===== src/rtl/sound_pkg.sv =====
// Shared types and constant tables for the sound arbiter.
// Contents:
//   sound_id_t           : the sound source ids; the id is also the priority (0 = highest).
//   snd_st_t             : arbiter state encoding.
//   TONE / DUR           : per-source tone index and duration in timebase ticks.
//   tone_of() / dur_of() : table lookups by source id.
package sound_pkg;

    localparam int NUM_SOUNDS = 4;
    localparam int SND_ID_W   = 2;

    typedef enum logic [SND_ID_W-1:0] {
        CHAR_HIT   = 2'd0,
        BUBBLE_HIT = 2'd1,
        POP        = 2'd2,
        LEVEL_CLR  = 2'd3
    } sound_id_t;

    typedef enum logic [1:0] {
        ST_IDLE = 2'd0,
        ST_PLAY = 2'd1,
        ST_GAP  = 2'd2
    } snd_st_t;

    localparam logic [3:0] TONE [NUM_SOUNDS] = '{4'd3, 4'd5, 4'd8, 4'd12};
    localparam logic [3:0] DUR  [NUM_SOUNDS] = '{4'd2, 4'd2, 4'd1, 4'd6};

    function automatic logic [3:0] tone_of(input logic [SND_ID_W-1:0] id);
        return TONE[id];
    endfunction

    function automatic logic [3:0] dur_of(input logic [SND_ID_W-1:0] id);
        return DUR[id];
    endfunction

endpackage


===== src/rtl/sound_arbiter_prio_encoder.sv =====
// Fixed-priority encoder: reports whether any request bit is set and the
// index of the lowest set bit (index 0 wins).
// Ports:
//   req_vec [NUM_REQ-1:0] : request vector
//   valid                 : at least one bit of req_vec is set
//   idx     [ID_W-1:0]    : lowest set index (0 when nothing is set)
module prio_encoder #(
    parameter int NUM_REQ = 4,
    parameter int ID_W    = 2
) (
    input  logic [NUM_REQ-1:0] req_vec,
    output logic               valid,
    output logic [ID_W-1:0]    idx
);

    // Scan from the top down so that the lowest set index is the last one written.
    always_comb begin
        valid = |req_vec;
        idx   = '0;
        for (int i = NUM_REQ - 1; i >= 0; i--) begin
            idx = req_vec[i] ? ID_W'(i) : idx;
        end
    end

endmodule


===== src/rtl/sound_arbiter.sv =====
// Sound arbiter: shares one tone generator between the game sound sources.
// Event pulses are latched into a pending set; the lowest-index pending
// source is granted and played for its fixed tick count, then one silent
// tick (GAP) follows before the next grant. There is no preemption.
// Ports:
//   clk       : system clock
//   resetN    : asynchronous active-low reset
//   tick      : one-cycle timebase strobe
//   enable    : sound enable; 0 mutes, drops pending events and returns to IDLE
//   req       : per-source event pulses
//   play      : tone generator enable (registered)
//   tone      : tone index of the playing source (registered, held when idle)
//   busy      : high while playing or in the silent gap (registered)
//   active_id : id of the granted source (registered, held when idle)
module sound_arbiter
    import sound_pkg::*;
#(
    parameter int NUM_REQ = 4,
    parameter int DUR_W   = 4
) (
    input  logic                       clk,
    input  logic                       resetN,
    input  logic                       tick,
    input  logic                       enable,
    input  logic [NUM_REQ-1:0]         req,
    output logic                       play,
    output logic [3:0]                 tone,
    output logic                       busy,
    output logic [$clog2(NUM_REQ)-1:0] active_id
);

    localparam int ID_W = $clog2(NUM_REQ);

    snd_st_t            state_r;
    snd_st_t            state_nxt_s;
    logic [NUM_REQ-1:0] pend_r;
    logic [NUM_REQ-1:0] pend_nxt_s;
    logic [NUM_REQ-1:0] grant_mask_s;
    logic [DUR_W-1:0]   cnt_r;
    logic [DUR_W-1:0]   cnt_nxt_s;
    logic [3:0]         tone_r;
    logic [3:0]         tone_nxt_s;
    logic [ID_W-1:0]    active_id_r;
    logic [ID_W-1:0]    active_id_nxt_s;
    logic               play_r;
    logic               play_nxt_s;
    logic               busy_r;
    logic               busy_nxt_s;
    logic               grant_s;
    logic               pend_valid_s;
    logic [ID_W-1:0]    grant_idx_s;
    logic [3:0]         dur_g_s;

    prio_encoder #(
        .NUM_REQ (NUM_REQ),
        .ID_W    (ID_W)
    ) u_prio (
        .req_vec (pend_r),
        .valid   (pend_valid_s),
        .idx     (grant_idx_s)
    );

    // State register.
    always_ff @(posedge clk or negedge resetN) begin
        if (!resetN) begin
            state_r <= ST_IDLE;
        end else begin
            state_r <= state_nxt_s;
        end
    end

    // Next-state logic; a grant is issued only on the IDLE->PLAY transition.
    always_comb begin
        state_nxt_s = state_r;
        grant_s     = 1'b0;
        if (!enable) begin
            state_nxt_s = ST_IDLE;
        end else begin
            case (state_r)
                ST_IDLE: begin
                    if (pend_valid_s) begin
                        state_nxt_s = ST_PLAY;
                        grant_s     = 1'b1;
                    end else begin
                        state_nxt_s = ST_IDLE;
                    end
                end
                ST_PLAY: begin
                    if (tick && (cnt_r == DUR_W'(1'b1))) begin
                        state_nxt_s = ST_GAP;
                    end else begin
                        state_nxt_s = ST_PLAY;
                    end
                end
                ST_GAP: begin
                    if (tick) begin
                        state_nxt_s = ST_IDLE;
                    end else begin
                        state_nxt_s = ST_GAP;
                    end
                end
                default: state_nxt_s = ST_IDLE;
            endcase
        end
    end

    // Output and datapath next values. A request arriving on its own grant
    // cycle is OR-ed back in after the clear, so it replays later.
    always_comb begin
        dur_g_s         = dur_of(SND_ID_W'(grant_idx_s));
        grant_mask_s    = grant_s ? (NUM_REQ'(1'b1) << grant_idx_s) : '0;
        pend_nxt_s      = pend_r;
        cnt_nxt_s       = cnt_r;
        tone_nxt_s      = tone_r;
        active_id_nxt_s = active_id_r;
        if (!enable) begin
            pend_nxt_s = '0;
            cnt_nxt_s  = '0;
        end else begin
            pend_nxt_s = (pend_r & ~grant_mask_s) | req;
            if (grant_s) begin
                // A zero-length entry still plays for one tick.
                cnt_nxt_s       = (dur_g_s == 4'd0) ? DUR_W'(1'b1) : DUR_W'(dur_g_s);
                tone_nxt_s      = tone_of(SND_ID_W'(grant_idx_s));
                active_id_nxt_s = grant_idx_s;
            end else if ((state_r == ST_PLAY) && tick) begin
                cnt_nxt_s = cnt_r - DUR_W'(1'b1);
            end else begin
                cnt_nxt_s = cnt_r;
            end
        end
        play_nxt_s = (state_nxt_s == ST_PLAY);
        busy_nxt_s = (state_nxt_s != ST_IDLE);
    end

    // Datapath and output registers.
    always_ff @(posedge clk or negedge resetN) begin
        if (!resetN) begin
            pend_r      <= '0;
            cnt_r       <= '0;
            tone_r      <= 4'd0;
            active_id_r <= '0;
            play_r      <= 1'b0;
            busy_r      <= 1'b0;
        end else begin
            pend_r      <= pend_nxt_s;
            cnt_r       <= cnt_nxt_s;
            tone_r      <= tone_nxt_s;
            active_id_r <= active_id_nxt_s;
            play_r      <= play_nxt_s;
            busy_r      <= busy_nxt_s;
        end
    end

    assign play      = play_r;
    assign tone      = tone_r;
    assign busy      = busy_r;
    assign active_id = active_id_r;

endmodule


===== config.mk =====
export PLATFORM = sky130hd
export DESIGN_NAME = sound_arbiter
export DESIGN_NICKNAME = d
export VERILOG_FILES = /design/src/rtl/sound_pkg.sv /design/src/rtl/sound_arbiter_prio_encoder.sv /design/src/rtl/sound_arbiter.sv
export SDC_FILE = /design/constraint.sdc
export NUM_CORES = 1
export LEC_CHECK = 0
export ABC_AREA = 1
export CAP_MARGIN = 10
export CORE_MARGIN = 2
export CORE_UTILIZATION = 45
export DETAILED_ROUTE_END_ITERATION = 7
export GPL_ROUTABILITY_DRIVEN = 0
export PLACE_DENSITY = 0.73
export SYNTH_ARGS = -nofsm -noshare
export SYNTH_HDL_FRONTEND = slang
export SYNTH_SLANG_ARGS = --single-unit

===== constraint.sdc =====
create_clock -name clk -period 1.25 [get_ports clk]
set_clock_uncertainty 0.2 [all_clocks]
set_input_delay 0.125 -clock clk [delete_from_list [all_inputs] [get_ports clk]]
set_output_delay 0.125 -clock clk [all_outputs]
set_load 0.01 [all_outputs]

==> results.py, run 1 <==
metrics = {
    "grt": {
        "grt_pass1_wl_mm": 3.04,
        "grt_max_degree": 17,
        "gr-total-overflow": 0,
        "antenna_found_initial": 0,
        "grt_pass1_vias": 744,
        "track_usage_pct": 19.6,
    },
    "synthesis": {
        "ys_ff_latch": 16,
        "synth_warnings": 0,
        "yosys.area.top_type": "dfrtp_1",
        "ys_types": 24,
        "syn-instance-count": 100,
        "syn_area_um2": 842,
        "synth.top_cell.area_share_pct": 47.5,
        "avgSynthCellArea_um2": 8.42,
        "ys_top_cells_by_area": "dfrtp_1, inv_1, nand2_1",
        "yosysSeqAreaShare_pct": 47.5,
        "synth.net_count": 110,
    },
    "sta": {
        "finalCritPeriodShare_pct": 109,
        "drv_slew": 0,
        "timing.final.crit_period_ns": 1.37,
        "slew_headroom_pct": 83.9,
        "setup_viol": 12,
        "worst_slack_ns": -0.117,
        "fmax_mhz": 732,
        "rsz0062_at_grt": "yes",
        "worst_slew_pin_slew_ns": 0.239,
        "finalHoldViolations": 0,
    },
    "cts": {
        "cts-htree-levels": 1,
        "cts_root_buffer": "clkbuf_4",
        "numCtsBuffers": 3,
        "cts.clk_slew.worst_paths_ns": 0.10,
        "insertion_delay_ns": 0.29,
        "clock_sinks": 16,
        "cts_tree": "built",
        "clock_path_buffers": 2,
    },
    "outcome": {
        "status": "finished with violations",
        "violations": "setup timing",
    },
    "worst_setup_path": {
        "arrival_ns": 1.35,
        "end_kind": "flop",
        "crit_path_max_fanout": 4,
        "crit_type": "reg2reg",
        "crit_required_ns": 1.24,
        "start_kind": "flop",
    },
    "placed_design": {
        "post-dp-hpwl_mm": 1.32,
        "placed_area_um2": 1130,
        "dp.cells": 153,
        "dp_slack_ns": -0.294,
        "portBuffers": 15,
    },
    "floorplanning": {
        "dieWidth_um": 47.3,
        "row_count": 15,
        "ioPinCount": 16,
        "start_util_pct": 48.2,
        "core_region_area_um2": 1750,
        "fp.dieH_um": 47.3,
        "die-area_um2": 2230,
    },
    "detailed_routing": {
        "top_layer_used": "met4",
        "vias": 781,
        "drcViolationCount": 0,
        "met1_length_um": 838,
        "first_pass_iters": 5,
        "routedWlPerCell_um": 11.8,
        "met3_length_um": 75,
        "wl_met2_um": 952,
        "detail-route-antenna-nets": 0,
        "routed_via_density": 4.85,
        "drt_iter0_drc": 19,
        "wl_mm": 1.89,
    },
    "layout": {
        "fin_cells": 161,
        "drive_gt1_share_pct": 39.0,
        "n_antenna_cell": 0,
        "areaGrowthSynthToFinish_pct": 45.8,
        "finish.utilization_pct": 70.3,
        "postLayoutCellArea_um2": 1230,
        "final_nets": 147,
    },
    "power_and_ir_drop": {
        "peakVddDrop_mv": 0.963,
        "power.density_nw_per_um2": 1520,
        "leakagePower_nw": 0.634,
        "p_total_mw": 1.86,
    },
    "run": {
        "cap_viol_max_count": 0,
    },
    "hold_path": {
        "hp-class": "in2reg",
    },
}
cell families after synthesis:
family | synth area share [%]
flops | 47.5
simple gates | 25.1
fa+ha+maj | 2.97
xor+xnor | 1.04
compound gates | 11.3
buf+inv | 12.0
through the flow:
step           TNS, ns  hold slack (ns)
2_1_floorplan   -0.306           -0.371
3_3_place_gp     -3.18            0.262
3_5_place_dp     -3.42            0.261
4_1_cts         -0.746            0.171
5_1_grt          -1.98            0.199
6_report        -0.719            0.168
final timing paths:
path                            slack (ns)        end  cells after the start      start
max in group asynchronous             0.17  pend_r[0]                      3     resetN
worst max-delay path                 -0.12   cnt_r[1]                      7  pend_r[1]
min in group asynchronous             0.48  pend_r[1]                      3     resetN
worst min-delay path                  0.17  pend_r[1]                      3     req[1]
worst max register to register       -0.12   cnt_r[1]                      7  pend_r[1]
worst min register to register        0.30    tone[3]                      2    tone[3]
where the power goes:
part | switching, mW | internal, mW | leakage (nW) | total, mW
registers | 0.0724 | 0.631 | 0.203 | 0.704
clock network | 0.170 | 0.177 | 0.0210 | 0.347
logic | 0.432 | 0.378 | 0.409 | 0.810
total | 0.674 | 1.19 | 0.634 | 1.86
metal layers:
metal  up-vias  track usage (%)
met1       361             25.4
met5         -                0
met3         4             3.46
met4         0             6.67
met2        22             32.7
li1        394                -
cell usage after synthesis, drive strengths merged:
master  count
o31ai       2
a22o        1
xor2        1
nor3        2
nand2      22
o21ai       4
nand4       5
o211ai      1
dfrtp      16
inv        20
nand3       6
ha          2
nor2        8
a21oi       7
buf         3
layout by cell type, fill, tap and decap left out, drive strengths merged:
cell type | synthesis | routed
ha | 2 | 2
o31ai | 2 | 2
nand2 | 22 | 22
nor3 | 2 | 2
o21ai | 4 | 4
inv | 20 | 20
nand4 | 5 | 5
xor2 | 1 | 1
a22o | 1 | 1
nand3 | 6 | 6
clkdlybuf4s15 | 0 | 2
a21oi | 7 | 7
dfrtp | 16 | 16
clkdlybuf4s50 | 0 | 7
nor2 | 8 | 8
dlygate4sd3 | 0 | 1
buf | 3 | 24
clkbuf | 0 | 5
o211ai | 1 | 1
flip-flops by register name, summed over array words and instances (netlist names):
| signal | count |
|---|---|
| busy | 1 |
| tone | 4 |
| cnt_r | 4 |
| state_r | 2 |
| play | 1 |
| pend_r | 4 |
repair_timing:
item | in CTS | in global routing
hold endpoints to repair | 16 | 0
pin swaps | 5 | 4
setup buffers | 3 | 0
hold buffers | 1 | 0
cloned | 0 | 0
gates resized for setup | 31 | 11
setup endpoints to repair | 23 | 18
critical path, cell delays in order (launching register included):
cell	delay [ns]
dfrtp_1	0.42
nor2_4	0.14
nand2_2	0.09
buf_6	0.13
nand2_4	0.08
a21oi_1	0.08
nand3_1	0.07
nand2_1	0.06
cell type report:
cell class	count	area, µm²
timing repair buffer	35	277
tap	25	31.3
fill	146	518
sequential	16	402
clock buffer	4	36.3
multi-input combinational	61	407
inverter	20	75.1
Note: power is estimated with default switching activity, not from simulation.
==> run 2, diff against run 1 <==
Settings changed: CAP_MARGIN 10 to 20.
==> results of run 2 <==
No change in the layout: final DEF, timing and power equal those of run 1.
